==> config.mk <==
export PLATFORM = sky130hd
export DESIGN_NAME = controller_sequencer
export DESIGN_NICKNAME = d
export VERILOG_FILES = /design/src/rtl/controller_sequencer.sv
export SDC_FILE = /design/constraint.sdc
export NUM_CORES = 1
export LEC_CHECK = 0
export CORE_UTILIZATION = 37
export CTS_CLUSTER_SIZE = 10
export DETAILED_ROUTE_END_ITERATION = 8
export PLACE_DENSITY = 0.74
export SLEW_MARGIN = 40
export SYNTH_ARGS = -nofsm -noshare
export SYNTH_HDL_FRONTEND = slang
export SYNTH_SLANG_ARGS = --single-unit
==> constraint.sdc <==
create_clock -name CLK_n -period 1.7 [get_ports CLK_n]
set_clock_uncertainty 0.1 [all_clocks]
set_input_delay 0.34 -clock CLK_n [delete_from_list [all_inputs] [get_ports CLK_n]]
set_output_delay 0.34 -clock CLK_n [all_outputs]
set_load 0.02 [all_outputs]
==> src/rtl/controller_sequencer.sv <==
// rtl/controller_sequencer.sv - SAP-1 controller-sequencer: T1..T6 ring counter and control-word decoder
module controller_sequencer #(
  parameter int OPCODE_WIDTH = 4,
  parameter int T_STATES     = 6
) (
  input  logic                    CLK_n,
  input  logic                    CLR,
  input  logic [OPCODE_WIDTH-1:0] opcode,
  output logic [11:0]             con,
  output logic [T_STATES-1:0]     t_state,
  output logic                    halted
);

  typedef enum logic [T_STATES-1:0] {
    T1 = T_STATES'(1),
    T2 = T_STATES'(2),
    T3 = T_STATES'(4),
    T4 = T_STATES'(8),
    T5 = T_STATES'(16),
    T6 = T_STATES'(32)
  } t_state_e;

  localparam logic [OPCODE_WIDTH-1:0] OP_LDA = OPCODE_WIDTH'(4'b0000);
  localparam logic [OPCODE_WIDTH-1:0] OP_ADD = OPCODE_WIDTH'(4'b0001);
  localparam logic [OPCODE_WIDTH-1:0] OP_SUB = OPCODE_WIDTH'(4'b0010);
  localparam logic [OPCODE_WIDTH-1:0] OP_OUT = OPCODE_WIDTH'(4'b1110);
  localparam logic [OPCODE_WIDTH-1:0] OP_HLT = OPCODE_WIDTH'(4'b1111);

  // Control words, bit order Cp Ep Lm_n CE_n | Li_n Ei_n La_n Ea | Su Eu Lb_n Lo_n
  localparam logic [11:0] CON_IDLE   = 12'h3E3;
  localparam logic [11:0] CON_T1     = 12'h5E3;
  localparam logic [11:0] CON_T2     = 12'hBE3;
  localparam logic [11:0] CON_T3     = 12'h263;
  localparam logic [11:0] CON_IR_MAR = 12'h1A3;
  localparam logic [11:0] CON_RAM_A  = 12'h2C3;
  localparam logic [11:0] CON_RAM_B  = 12'h2E1;
  localparam logic [11:0] CON_ADD    = 12'h3C7;
  localparam logic [11:0] CON_SUB    = 12'h3CF;
  localparam logic [11:0] CON_OUT    = 12'h3F2;

  t_state_e r_state, w_next_state;
  logic     r_halted, w_next_halted;
  logic [11:0] w_con;

  // Same falling edge as the program counter, so Cp/Ep line up with its update
  always_ff @(negedge CLK_n) begin
    r_state  <= w_next_state;
    r_halted <= w_next_halted;
  end

  always_comb begin
    w_next_state  = r_state;
    w_next_halted = r_halted;
    if (CLR) begin
      w_next_state  = T1;
      w_next_halted = 1'b0;
    end else if (!r_halted) begin
      case (r_state)
        T1: w_next_state = T2;
        T2: w_next_state = T3;
        T3: w_next_state = T4;
        T4: begin
          if (opcode == OP_HLT) w_next_halted = 1'b1;
          else                  w_next_state  = T5;
        end
        T5: w_next_state = T6;
        T6: w_next_state = T1;
        default: w_next_state = T1;
      endcase
    end
  end

  always_comb begin
    w_con = CON_IDLE;
    if (!CLR && !r_halted) begin
      case (r_state)
        T1: w_con = CON_T1;
        T2: w_con = CON_T2;
        T3: w_con = CON_T3;
        T4: begin
          if (opcode == OP_LDA || opcode == OP_ADD || opcode == OP_SUB) w_con = CON_IR_MAR;
          else if (opcode == OP_OUT)                                    w_con = CON_OUT;
        end
        T5: begin
          if (opcode == OP_LDA)                         w_con = CON_RAM_A;
          else if (opcode == OP_ADD || opcode == OP_SUB) w_con = CON_RAM_B;
        end
        T6: begin
          if (opcode == OP_ADD)      w_con = CON_ADD;
          else if (opcode == OP_SUB) w_con = CON_SUB;
        end
        default: w_con = CON_IDLE;
      endcase
    end
  end

  assign con     = w_con;
  assign t_state = r_state;
  assign halted  = r_halted;

endmodule

==> run_results.csv, run 1 <==
group,metric,value,unit
status,stop_error,"[ERROR DPL-0038] Utilization greater than 100%, impossible to legalize",
place,gp_congestion,0.863,
floorplan,io_pins,25,
synth,synthArstFlopShare,0,
clock_tree,post_cts_buffers,13,
clock_tree,clk_path_buf_depth,2,
synth,netlist_instances,80,
place,dpl_worst_slack,-1.29,ns
synth,syn-num-nets,86,
place,port_buffers,24,
place,placedCellCount,144,
synth,synth-simple-area-share,0.470,
clock_tree,ctsHoldBuffers,0,
synth,yosys_warnings,0,
clock_tree,clockRootBuffer,"clkbuf_4",
floorplan,die_y,42.0,µm
synth,synth-adder-area-share,0,
floorplan,placementRows,14,
synth,synth_compound_gate_area_share,0.173,
synth,synth_edf_count,0,
clock_tree,h-tree-depth,1,
synth,synth_cell_types,37,
clock_tree,cts.sinks,7,
synth,synth_seq_cells,7,
synth,syn_area_per_cell,7.41,µm²
synth,synth_xor_area_frac,0.0443,
synth,synth_top_family_by_area,"simple AND/OR/NAND/NOR gates",
synth,seq_area_frac_synth,0.236,
status,status,"stopped before the end",
clock_tree,cts-buffers-inserted,3,
synth,muxShareOfSynthArea,0,
synth,syn_area,593,µm²
floorplan,initial_utilization,0.394,
synth,ys.flop_type,"dfxtp_1",
status,haltStage,"4_1_cts",
clock_tree,ctsResizeCount,165,
floorplan,die_width,42.0,µm
place,place_hpwl,1690,µm
## synthesized netlist by cell type, drive strengths merged (3+ instances only)
library cell	n	share of area
clkbuf	6	0.038
nand3	4	0.034
nor2b	3	0.032
nor3	7	0.059
nand4	3	0.032
nand2b	3	0.032
dfxtp	7	0.24
a21oi	5	0.042
nor2	6	0.038
inv	3	0.019
nand2	4	0.025
## logic make-up after synthesis
group	Yosys count
and+or+nand+nor	45
AOI/OAI and AO/OA	15
buffers and inverters	10
DFF	7
xor gates and xnor gates	3
## stage by stage
stage,utilization,instance area (µm²),hold WS (ns)
detailed placement,0.820,1230,0.492
floorplan,-,811,0.422
global placement,0.820,1230,0.467
==> run 2: changes to the inputs <==
CORE_AREA = 2 2 63 65   (was default)
CORE_UTILIZATION = default   (was 37)
CTS_CLUSTER_SIZE = default   (was 10)
DIE_AREA = 0 0 65 67   (was default)
PLACE_DENSITY = default   (was 0.74)
PLACE_DENSITY_LB_ADDON = 0.15   (was default)
clock period = 2.2 ns   (was 1.7 ns; I/O delays follow)
==> run_results.csv, run 2 <==
group,metric,value,unit
route,wire_per_inst,12.5,µm
global_routing,grt_pass1_vias,991,
clock_tree,clk_path_buf_depth,2,
synth,synth_seq_cells,7,
sta,slew_headroom,0.776,
synth,yosysTopAreaCellShare,0.236,
synth,yosys_warnings,0,
worst_setup_path,cp.arrival,2.67,ns
pwr,p_leak,0.738,nW
place,place_hpwl,1930,µm
clock_tree,clockRootBuffer,"clkbuf_8",
synth,synth_cell_types,37,
clock_tree,cts-buffers-inserted,3,
clock_tree,ctsHoldBuffers,0,
synth,synth_top_area_cell,"dfxtp_1",
synth,ys.flop_type,"dfxtp_1",
place,port_buffers,24,
worst_setup_path,critPathKind,"flop to output port",
worst_setup_path,endpoint_kind,"output port",
layout,final_nets,171,
floorplan,die_area,0.00436,mm²
global_routing,grt_util_all_layers,0.130,
layout,area_delta_synth_final,181,%
floorplan,die_y,67,µm
sta,finalSetupTns,-13.34,ns
sta,worst_slew_pin_slew,0.336,ns
place,gp_congestion,0.789,
place,dpl_worst_slack,-1.12,ns
global_routing,grt_max_degree,8,
clock_tree,clk_latency,0.29,ns
synth,syn-num-nets,86,
sta,final-hold-violation-count,0,
pwr,power.density,598,mW/mm²
pwr,peakVddDrop,0.000279,V
layout,ff_latch_area,166,µm²
run,maxCapViolations,0,
route,drt-initial-drc-count,22,
layout,mostFrequentLayoutCells,"48 x buf_4, 29 x buf_6, 9 x inv_1, 7 x dfxtp_4, 6 x nor3_4",
synth,synthArstFlopShare,0,
global_routing,grt_pass1_wl,4360,µm
global_routing,antenna_found_initial,0,
synth,netlist_top_cells_count,"7 x dfxtp_1, 7 x nor3_1, 6 x clkbuf_1, 6 x nor2_1, 5 x a21oi_1",
route,drt-vias-per-instance,4.43,
synth,syn_area,593,µm²
status,violations,"setup timing",
route,ant_nets,0,
layout,fill_cells,356,
sta,fin_ws,-1.01,ns
synth,synthTopCellsByArea,"dfxtp_1 24%, nor3_1 5.9%, a21oi_1 4.2%",
worst_setup_path,critPathLaunchType,"flop",
floorplan,initial_utilization,0.164,
synth,synth_edf_count,0,
layout,largest_reg_flops,6,
worst_setup_path,crit_fanout,5,
floorplan,placementRows,22,
synth,netlist_instances,80,
clock_tree,cts.sinks,7,
floorplan,die_width,65,µm
clock_tree,clkTransAtPathRegs,0.03,ns
floorplan,core_area,0.00361,mm²
route,drcViolationCount,0,
worst_setup_path,required,1.66,ns
global_routing,overflow,0,
floorplan,io_pins,25,
layout,n_antenna_cell,0,
layout,multi_input_comb_area,632,µm²
status,status,"complete, but fails checks",
route,drtPass1Iterations,4,
sta,rsz0062_at_grt,"true",
layout,final_common_cell,"buf_4",
sta,setup_violations,19,
synth,syn_area_per_cell,7.41,µm²
route,via_count,940,
clock_tree,h-tree-depth,1,
hold_path,hold_path_class,"flop to flop",
synth,seq_area_frac_synth,0.236,
route,routed_wl,2640,µm
sta,maxSlewViolCount,0,
layout,final_layout_size_suffix_gt1_frac,0.750,
clock_tree,cts_tree,"done",
## run 2: cell counts after synthesis
Identical to the previous run, type by type.
## run 2: layout make-up
cell class	count	area share
Tap cell	48	0.0360
Multi-Input combinational cell	63	0.379
Timing Repair Buffer	81	0.439
Inverter	2	0.00450
Clock inverter	8	0.0180
Sequential cell	7	0.0997
Clock buffer	3	0.0247
## run 2: path summary, 6_finish.rpt
| check | end | from | depth (start not counted) | slack, ns |
|---|---|---|---|---|
| setup reg to reg | t_state[3] | t_state[3] | 4 | 0.39 |
| hold reg to reg | t_state[4] | t_state[4] | 2 | 0.49 |
| hold / removal | t_state[4] | t_state[4] | 2 | 0.49 |
| setup / recovery | con[0] | halted | 3 | -1.01 |
## run 2: logic make-up (layout without fill, tap and decap cells)
kind of cell | after synthesis | count (layout) | synth area share
buffers and inverters | 10 | 94 | 0.0759
AND/OR/NAND/NOR | 45 | 45 | 0.470
XOR/XNOR | 3 | 3 | 0.0443
flip-flops | 7 | 7 | 0.236
AO/OA/AOI/OAI | 15 | 15 | 0.173
## run 2: stage by stage
stage | hold WS [ns] | std cells | power [mW] | area (µm²) | util
5_1_grt | 0.546 | 212 | 1.07 | 1670 | 0.463
3_5_place_dp | 0.487 | 182 | 0.669 | 1300 | 0.361
2_1_floorplan | 0.437 | 80 | 0.464 | 805 | -
4_1_cts | 0.504 | 204 | 0.978 | 1550 | 0.429
3_3_place_gp | 0.489 | 182 | 0.668 | 1300 | 0.361
6_report | 0.493 | 212 | 0.998 | 1670 | 0.463
## run 2: repair_timing
action	4_1_cts	5_1_grt
pin swaps	14	7
resized for setup	157	11
setup endpoints to repair	26	21
setup buffers	12	8
## run 2: worst max-delay path, cell delays in order, from the launching register on
cell and delay [ns]:
dfxtp_4 0.35, or2_4 0.29, or4_4 0.49, buf_6 0.15
## run 2: metal layers
metal	GRT usage	vias up	part of all wire
met3	0.0220	4	0.033
met4	0.0585	0	0.016
met2	0.238	19	0.54
met1	0.147	444	0.41
met5	0	-	0
li1	-	473	-
## run 2: power by group
part	total [mW]	switching, mW	internal, mW
clock network	0.220	0.0821	0.138
logic	0.599	0.245	0.354
registers	0.179	0.0307	0.148
total	0.998	0.358	0.640
(Power assumes the default switching activity.)
==> run 3: changes to the inputs <==
GPL_ROUTABILITY_DRIVEN = 1   (was default)
SLEW_MARGIN = default   (was 40)
clock period = 2.9 ns   (was 2.2 ns; I/O delays follow)
==> run_results.csv, run 3 (synthesis gave the netlist of run 2 again) <==
group,metric,value,unit
status,status,"complete, but fails checks",
status,violations,"setup timing",
place,port_buffers,24,
sta,fin_ws,-0.824,ns
hold_path,min_path_cells,2,
sta,setup_violations,19,
floorplan,die_y,67,µm
worst_setup_path,r2r_start,"t_state[4]",
sta,rsz0062_at_grt,"true",
sta,slew_headroom,0.763,
global_routing,overflow,0,
worst_setup_path,critPathKind,"flop to output port",
layout,n_antenna_cell,0,
global_routing,antenna_found_initial,0,
route,drcViolationCount,0,
global_routing,grt_busiest_layer,"met2",
clock_tree,cts.sinks,7,
hold_path,hold_end,"t_state[4]",
route,drtPass1Iterations,4,
layout,area_delta_synth_final,180,%
pwr,power.density,453,mW/mm²
global_routing,met1_usage,0.144,
worst_setup_path,required,2.22,ns
global_routing,grt_util_all_layers,0.126,
worst_setup_path,r2r-end,"t_state[0]",
hold_path,hold_path_startpoint,"t_state[4]",
clock_tree,clk_latency,0.29,ns
floorplan,io_pins,25,
floorplan,initial_utilization,0.164,
global_routing,grt_use_met3,0.0236,
route,wire_per_inst,13.5,µm
layout,final_layout_size_suffix_gt1_frac,0.747,
pwr,p_leak,0.711,nW
global_routing,grt_pass1_vias,902,
global_routing,use_met2,0.226,
worst_setup_path,cp.arrival,3.04,ns
floorplan,die_width,65,µm
clock_tree,ctsHoldBuffers,0,
worst_setup_path,critPathLaunchType,"flop",
pwr,total_power,0.752,mW
clock_tree,clockRootBuffer,"clkbuf_8",
place,gp_congestion,0.743,
global_routing,grt_pass1_wl,4150,µm
clock_tree,h-tree-depth,1,
worst_setup_path,r2r_slack,1.06,ns
route,drt-vias-per-instance,4.44,
floorplan,core_area,0.00361,mm²
route,via_count,933,
sta,final-hold-violation-count,0,
floorplan,die_area,0.00436,mm²
route,routed_wl,2830,µm
worst_setup_path,endpoint_kind,"output port",
sta,worst_slew_pin_slew,0.356,ns
layout,mostFrequentLayoutCells,"42 x buf_4, 31 x buf_6, 10 x inv_1, 6 x nor3_4, 6 x dfxtp_4",
layout,stdcell_count,210,
clock_tree,clk_path_buf_depth,2,
layout,final_nets,169,
global_routing,grt_max_degree,9,
place,placed_area,0.00126,mm²
route,drt-initial-drc-count,18,
hold_path,hold_path_class,"flop to flop",
layout,final_common_cell,"buf_4",
clock_tree,clkTransAtPathRegs,0.03,ns
pwr,peakVddDrop,0.000162,V
sta,maxSlewViolCount,0,
layout,final_cell_area,0.00166,mm²
worst_setup_path,reg2reg_depth,6,
worst_setup_path,crit_fanout,4,
place,place_hpwl,1880,µm
run,maxCapViolations,0,
place,placedCellCount,177,
route,ant_nets,0,
layout,largest_reg_flops,6,
floorplan,placementRows,22,
clock_tree,cts-buffers-inserted,3,
clock_tree,cts_tree,"done",
-- run 3: cell count changes in the layout (fill, tap and decap cells not counted), sizes merged --
cell / before / now
buf: 81 / 76
dlygate4sd2: 0 / 2
clkdlybuf4s15: 0 / 1
-- run 3: repair_timing --
item                                    in CTS  in global routing
pin swaps                                   11                 14
resized for setup                          139                 24
setup buffers                               12                 13
endpoints found under the setup margin      23                 20
-- run 3: how the worst max path moves through the flow --
stage | from | to | slack (ns) | cells past startpoint
2_1_floorplan | halted | con[0] | -0.52 | 3
4_1_cts | t_state[1] | con[1] | -0.80 | 4
6_report | t_state[1] | con[0] | -0.82 | 4
3_3_place_gp | t_state[5] | con[6] | -0.95 | 4
3_5_place_dp | t_state[0] | con[0] | -0.93 | 4
5_1_grt | t_state[0] | con[0] | -0.87 | 4
-- run 3: report_power, final --
group	internal, mW	total (mW)	switching, mW
Clock	0.105	0.171	0.0657
Sequential	0.111	0.133	0.0224
Combinational	0.261	0.448	0.187
-- run 3: worst max-delay path, cell delays in order (launching register included) --
cell and delay [ns]:
dfxtp_2 0.34, nor3_4 0.25, nand3_2 0.14, or4_4 0.43, buf_6 0.15
-- run 3: stage by stage --
stage                     hold WS, ns   util  setup TNS [ns]  setup WS, ns
after floorplan                 0.437      -           -5.23        -0.525
after global placement          0.479  0.351          -15.25        -0.955
after detailed placement        0.490  0.351          -15.25        -0.933
after CTS                       0.503  0.416          -10.06        -0.804
after global routing            0.553  0.460          -11.11        -0.872
final                           0.521  0.460          -10.09        -0.824
-- run 3: final cells by class --
type | instances | area (µm²)
Timing Repair Buffer | 79 | 708
Multi-Input combinational cell | 63 | 648
Fill cell | 361 | 1950
Inverter | 2 | 7.51
Tap cell | 48 | 60.1
Sequential cell | 7 | 164
Clock buffer | 3 | 41.3
Clock inverter | 8 | 30.0
-- run 3: per-layer routing --
metal	vias to the layer above	routed length (µm)	share of wire
met5	-	0	0
met4	0	43	0.015
met2	17	1510	0.54
met3	4	58	0.021
met1	449	1210	0.43
li1	463	-	-
